### src/rtl/fifo_ram_stat.sv
// Single-clock FIFO with occupancy count, almost-full/almost-empty flags,
// one-cycle overflow/underflow pulses and a registered or fall-through read port.
module fifo_ram_stat #(
    parameter int BWIDTH    = 8,
    parameter int DEPTH     = 16,
    parameter int AF_THRESH = 14,
    parameter int AE_THRESH = 2,
    parameter int FWFT      = 0
) (
    input  logic                       clk,
    input  logic                       rst,
    input  logic                       w_en,
    input  logic [BWIDTH-1:0]          w_data,
    input  logic                       r_en,
    output logic [BWIDTH-1:0]          r_data,
    output logic                       full,
    output logic                       empty,
    output logic                       almost_full,
    output logic                       almost_empty,
    output logic [$clog2(DEPTH):0]     count,
    output logic                       overflow,
    output logic                       underflow
);

    localparam int AW = $clog2(DEPTH);
    localparam int PW = AW + 1;

    localparam logic [PW-1:0] DEPTH_C = PW'(DEPTH);
    localparam logic [PW-1:0] AF_C    = PW'(AF_THRESH);
    localparam logic [PW-1:0] AE_C    = PW'(AE_THRESH);

    // Handshake: w_en is the write valid and !full its ready; r_en is the read
    // valid and !empty its ready. A transfer happens only at a rising edge where
    // both halves of the pair are high; otherwise nothing in the FIFO moves.

    logic [PW-1:0]     wptr_q, wptr_d;
    logic [PW-1:0]     rptr_q, rptr_d;
    logic              overflow_q, overflow_d;
    logic              underflow_q, underflow_d;
    logic [BWIDTH-1:0] mem_q [DEPTH];

    logic [PW-1:0]     count_w;
    logic [AW-1:0]     waddr;
    logic [AW-1:0]     raddr;
    logic              w_acc;
    logic              r_acc;

    // Flags decode from registered pointers only, so they never see w_en/r_en.
    always_comb begin
        count_w      = wptr_q - rptr_q;
        full         = (count_w == DEPTH_C);
        empty        = (count_w == '0);
        almost_full  = (count_w >= AF_C);
        almost_empty = (count_w <= AE_C);
        waddr        = wptr_q[AW-1:0];
        raddr        = rptr_q[AW-1:0];
    end

    always_comb begin
        w_acc       = w_en && !full;
        r_acc       = r_en && !empty;
        wptr_d      = wptr_q;
        rptr_d      = rptr_q;
        overflow_d  = w_en && full;
        underflow_d = r_en && empty;
        if (w_acc) begin
            wptr_d = wptr_q + PW'(1);
        end
        if (r_acc) begin
            rptr_d = rptr_q + PW'(1);
        end
    end

    always_ff @(posedge clk) begin
        if (rst) begin
            wptr_q      <= '0;
            rptr_q      <= '0;
            overflow_q  <= 1'b0;
            underflow_q <= 1'b0;
        end else begin
            wptr_q      <= wptr_d;
            rptr_q      <= rptr_d;
            overflow_q  <= overflow_d;
            underflow_q <= underflow_d;
        end
    end

    // Storage is deliberately not cleared by reset; the pointers make it unreachable.
    always_ff @(posedge clk) begin
        if (!rst && w_acc) begin
            mem_q[waddr] <= w_data;
        end
    end

    generate
        if (FWFT != 0) begin : g_fwft
            // Head word is presented directly; meaningful only while !empty.
            assign r_data = mem_q[raddr];
        end else begin : g_std
            logic [BWIDTH-1:0] rdata_q, rdata_d;

            always_comb begin
                rdata_d = rdata_q;
                if (r_acc) begin
                    rdata_d = mem_q[raddr];
                end
            end

            always_ff @(posedge clk) begin
                if (rst) begin
                    rdata_q <= '0;
                end else begin
                    rdata_q <= rdata_d;
                end
            end

            assign r_data = rdata_q;
        end
    endgenerate

    assign count     = count_w;
    assign overflow  = overflow_q;
    assign underflow = underflow_q;

endmodule
### config.mk
export PLATFORM = sky130hd
export DESIGN_NAME = fifo_ram_stat
export DESIGN_NICKNAME = d
export VERILOG_FILES = /design/src/rtl/fifo_ram_stat.sv
export SDC_FILE = /design/constraint.sdc
export NUM_CORES = 1
export LEC_CHECK = 0
export CORE_ASPECT_RATIO = 1.1
export CORE_UTILIZATION = 50
export CTS_CLUSTER_DIAMETER = 120
export DETAILED_ROUTE_END_ITERATION = 16
export GPL_TIMING_DRIVEN = 1
export HOLD_SLACK_MARGIN = 0.02
export PLACE_DENSITY_LB_ADDON = 0.15
export SYNTH_ARGS = -nofsm -noshare
export SYNTH_HDL_FRONTEND = slang
export SYNTH_SLANG_ARGS = --single-unit
export TNS_END_PERCENT = 5
### constraint.sdc
create_clock -name clk -period 4.9 [get_ports clk]
set_input_delay 0.735 -clock clk [delete_from_list [all_inputs] [get_ports clk]]
set_output_delay 0.735 -clock clk [all_outputs]
set_load 0.01 [all_outputs]
## Yosys cells after proc, flatten, opt, wreduce, memory -nomap -nowiden

Memory sizes are Yosys's and may differ from the RTL's. A register that Yosys moved wholly into a read port is not among the register bits.
Cells that the tools add are included.
Widths: inputs -> output; s select.

- Register bits after elaboration: 12
- Latch bits: 0
- Memory bits (writable): 128
- Memory bits (read-only): 0
- Bits of input ports: 12
- Output and inout bits: 19
- Word-level logic and storage cells: 22
- Memories kept: 1

Memories:

| memory | depth | width | rd ports | clocked after memory_dff | wr ports | RTL line | RTL |
|---|---|---|---|---|---|---|---|
| mem_q | 16 | 8 | 1 | 1 | 1 | 40 | `logic [BWIDTH-1:0] mem_q [DEPTH];` |

- Add/subtract/negate cells: 3
- $mul: 0
- Div/mod/pow operators: 0
- $lt $le $gt $ge: 2
- Eq/ne operators: 1
- Shifts and indexed selects: 0
- Mux-type cells: 2
- Bitwise gates (word level): 0
- Reductions and logical operators: 9

Operator list:

| operator | count |
|---|---|
| $add 5x1->5 const B | 2 |
| $eq 5x5->1 const B | 1 |
| $ge 5x4->1 const B | 1 |
| $le 5x2->1 const B | 1 |
| $logic_and 1x1->1 | 5 |
| $logic_not 5->1 | 1 |
| $sub 5x5->5 | 1 |
| $logic_not 1->1 | 3 |
| $mux 1 | 2 |

## Logic depth before layout (Yosys ltp)

- Word-level depth: 7
- Depth in mapped cells: 11
- Depth with buffers taken out: 9

## Least setup slack after synthesis

No wires, ideal clock.

- Path type: reg-to-reg
- Start point: register rptr_q[2]
- End point: memory mem_q[1][0] (enable)
- Setup time: 0.395 ns
- Data arrival time: 3.032 ns
- Data required time: 4.505 ns
- Path slack: 1.473 ns
- Stages on the path, launching flop included: 11
- Buffers on the path: 3
- Period minus slack after synthesis: 3.427 ns
- Cell sequence: dfxtp_1 > buf_2 > buf_2 > inv_1 > ha_1 > xnor2_2 > nor2_1 > mux2i_1 > o21ai_2 > buf_2 > nor4_1

- Cells in the longest elaborated chain, start to end: 7

Ends and longest elaborated chain:

| element | RTL line | RTL |
|---|---|---|
| start, declared | 37 | `logic [PW-1:0] rptr_q, rptr_d;` |
| start signal, assigned | 82 | `rptr_q <= rptr_d;` |
| $sub 5x5->5 | 50 | `count_w = wptr_q - rptr_q;` |
| net count[2] | 20 | `output logic [$clog2(DEPTH):0] count,` |
| $eq 5x5->1 | 51 | `full = (count_w == DEPTH_C);` |
| $logic_not 1->1 | 60 | `w_acc = w_en && !full;` |
| $logic_and 1x1->1 | 60 |  |
| $logic_and 1x1->1 | 90 | `if (!rst && w_acc) begin` |
| $mux 1 | 90 |  |
| $mux 1 (not written as such) | 91 | `mem_q[waddr] <= w_data;` |
| end, declared | 40 |  |

The timed path passes the listed nets, and every way through them passes these cells.

## Worst setup path in the final report

- Start point: register wptr_q[0]
- End point: output port almost_empty

- Cells in the longest elaborated chain, start to end: 2

Ends and longest elaborated chain:

| element | RTL line | RTL |
|---|---|---|
| start, declared | 36 | `logic [PW-1:0] wptr_q, wptr_d;` |
| start signal, assigned | 81 | `wptr_q <= wptr_d;` |
| $sub 5x5->5 | 50 |  |
| $le 5x2->1 | 54 | `almost_empty = (count_w <= AE_C);` |
| end, declared | 19 | `output logic almost_empty,` |

No other way between the ends.

==> qor.yml <==
layout:
  multi_input_area_mm2: 0.00185
  regArea_mm2: 0.00425
  final_cells: 577
  layout_common_cells: "edfxtp_1 (128), mux4_2 (31), clkdlybuf4s50_1 (30)"
  postLayoutCoreUtil_pct: 61.0
  drive_above_1_share_pct: 23.2
  syn_to_final_growth_pct: 18.7
  final_common_cell: "edfxtp_1"
  finalNetCount: 432
  antenna_cells: 0
  fillers: 901
  stdcell_area_mm2: 0.00737
power_and_ir_drop:
  power_frac_seq_pct: 36.2
  p_sw_w: 0.00122
  power_frac_comb_pct: 31.3
  p_int_w: 0.00288
  vdd_drop_max_v: 0.000480
  p_sw_share_pct: 29.7
  p_leak_nw: 2.39
  power_density_mw_per_mm2: 557
  clockPowerShare_pct: 32.5
grt:
  grt_antenna_before_repair: 0
  grt_pass1_vias: 3543
  grt_overflow: 0
  grt_pass1_wl_um: 19700
  grt_usage_pct: 21.9
  grt_max_degree: 38
logic_synthesis:
  netlist_area_mm2: 0.00621
  syn_nets: 391
  syn_avg_cell_area_um2: 16.8
  yosysWarnings: 0
  netlist_instances: 369
  yosysSeqAreaShare_pct: 68.3
  synth_cell_types: 47
  ys_seq_elements: 148
clock_network:
  clk_pin_slew_ns: 0.06
  clockBufferDepth: 2
  cts_setup_buffers: 0
  cts_tree: "yes"
  cts_buffers: 17
  htree_levels: 4
  clock_latency_ns: 0.42
  root_buffer: "clkbuf_16"
  postCtsHoldBufs: 0
  clock_sinks: 148
  cts_resized: 0
floorplanning:
  rows: 42
  dieArea_mm2: 0.0129
  core_mm2: 0.0121
  initial_core_util_pct: 51.4
  die_h_um: 119
  pin_count: 31
  fp.dieW_um: 108
timing:
  hold_viol: 0
  fin_setup_tns_ns: 0
  tightest_slew_ns: 1.16
  slew_violations: 0
  skew_ns: 0.00843
  fin_crit_sh_pct: 83.8
  setup_violations: 0
  fmaxAchievable_mhz: 244
  rsz0062_at_grt: "false"
  post-route-min-period_ns: 4.11
  relSlewSlack_pct: 22.1
flow_run:
  maxCapViolCount: 0
drt:
  postRouteAntennaNets: 0
  dr.pass1.iters: 5
  drc: 0
  drt_iter0_drc: 186
  vias: 3401
  post_drt_wl_per_cell_um: 22.1
  vias_per_cell: 5.89
  drt_wl_total_um: 12800
setup_path:
  rrSetupSlack_ns: 1.25
  critPathLaunchType: "flip-flop"
  cp.required_ns: 4.16
  rr_startpoint: "wptr_q[2]"
  worst-r2r-cell-count: 7
  crit_cells: 10
  worstSetupPathType: "reg -> out"
  cp_cell_sequence: "inv_1, ha_1, fa_1, nand2b_1, a21oi_2, xor2_2, buf_4, inv_2, a2111oi_2, clkdlybuf4s50_1"
  cpLargestDelayFamily: "buffers and inverters"
  crit_buf_inv: 4
  cp-startpoint: "wptr_q[0]"
  timing.rr.end: "mem_q[1][7]"
  max_stage_delay_ns: 0.59
  path_max_fanout: 15
  cpMaxStageDelayCell: "clkdlybuf4s50_1"
  crit_arrival_ns: 3.37
  endpoint: "almost_empty"
  worst_setup_path_end_kind: "output pin"
place:
  place.gp.congestion: 0.833
  place_inst: 545
  io_buffers: 30
  placed_cell_area_mm2: 0.00676
  dp_hpwl_um: 8250
outcome:
  status: "finished, final reports clean"
min_path:
  min_path_type: "reg -> reg"
## registers in the layout, summed over array words and instances (netlist names)
register   flops
mem_q        128
overflow       1
r_data         8
rptr_q         5
underflow      1
wptr_q         5
## per-layer routing
layer	share of wire (%)	global-route usage, %
met3	4.5	4.38
met4	3.8	13.0
met5	0	0
met2	50	35.4
met1	41	27.1
## area by class of cell
type	count	area share [%]
Clock buffer	17	5.77
Timing Repair Buffer	45	5.60
Clock inverter	15	2.56
Inverter	16	0.815
Multi-Input combinational cell	182	25.1
Sequential cell	148	57.6
Tap cell	154	2.61
## kinds of logic after synthesis
group	share of synthesized area (%)
adders and majority gates	2.14
buffers and inverters	3.00
and+or+nand+nor	6.75
xor gates and xnor gates	0.806
DFF	68.3
AOI/OAI and AO/OA	5.38
muxes	13.6
## synthesized netlist by cell type (all sizes together)
master	number	area (um^2)
o211ai	6	45.0
nor4b	4	35.0
mux2	9	105
clkbuf	10	37.5
a2111oi	2	23.8
nand3b	1	7.51
xor2	3	33.8
mux2i	4	40.0
or4	2	15.0
nor2b	6	37.5
edfxtp	128	3840
dfxtp	20	400
o22ai	13	81.3
a211oi	2	15.0
fa	1	20.0
nand3	1	5.00
o31ai	2	15.0
o2111ai	2	17.5
a41oi	1	8.76
xnor2	1	16.3
a21boi	2	18.8
a31o	1	8.76
o21ai	2	13.8
and3	2	12.5
nor2	27	101
nand2b	3	18.8
buf	13	88.8
nor3	4	20.0
a21oi	6	33.8
ha	9	113
or2	1	6.26
inv	16	60.1
nand2	11	41.3
nor4	9	68.8
nand4	8	50.1
mux4	31	698
o311ai	6	52.6
## per-stage QoR
stage / worst slack [ns] / power, W / hold WS (ns)
finish: 0.794 / 0.00411 / 0.461
floorplan: 1.47 / 0.00238 / 0.479
detailed placement: 1.23 / 0.00281 / 0.456
global placement: 1.31 / 0.00278 / 0.446
CTS: 0.780 / 0.00413 / 0.466
global route: 0.641 / 0.00429 / 0.486
## worst min-delay path by stage
stage | cells after the start | end | startpoint
floorplan | 2 | r_data[0] | r_data[0]
global placement | 2 | r_data[6] | r_data[6]
detailed placement | 2 | r_data[6] | r_data[6]
CTS | 2 | r_data[6] | r_data[6]
global route | 2 | r_data[0] | r_data[0]
finish | 2 | r_data[6] | r_data[6]
## power by group through the flow
| stage | combinational (W) | clock [W] | sequential [W] |
|---|---|---|---|
| after floorplan | 0.000861 | 0 | 0.00152 |
| after global placement | 0.00127 | 0 | 0.00151 |
| after detailed placement | 0.00129 | 0 | 0.00151 |
| after CTS | 0.00130 | 0.00135 | 0.00149 |
| after global routing | 0.00140 | 0.00139 | 0.00150 |
| final | 0.00129 | 0.00133 | 0.00149 |
## worst min-delay path, cell delays in order, from the launching register on
cell and delay (ns):
dfxtp_1 0.30, nand2_1 0.05, mux2i_1 0.06
Note: power is estimated with default switching activity, not from simulation.
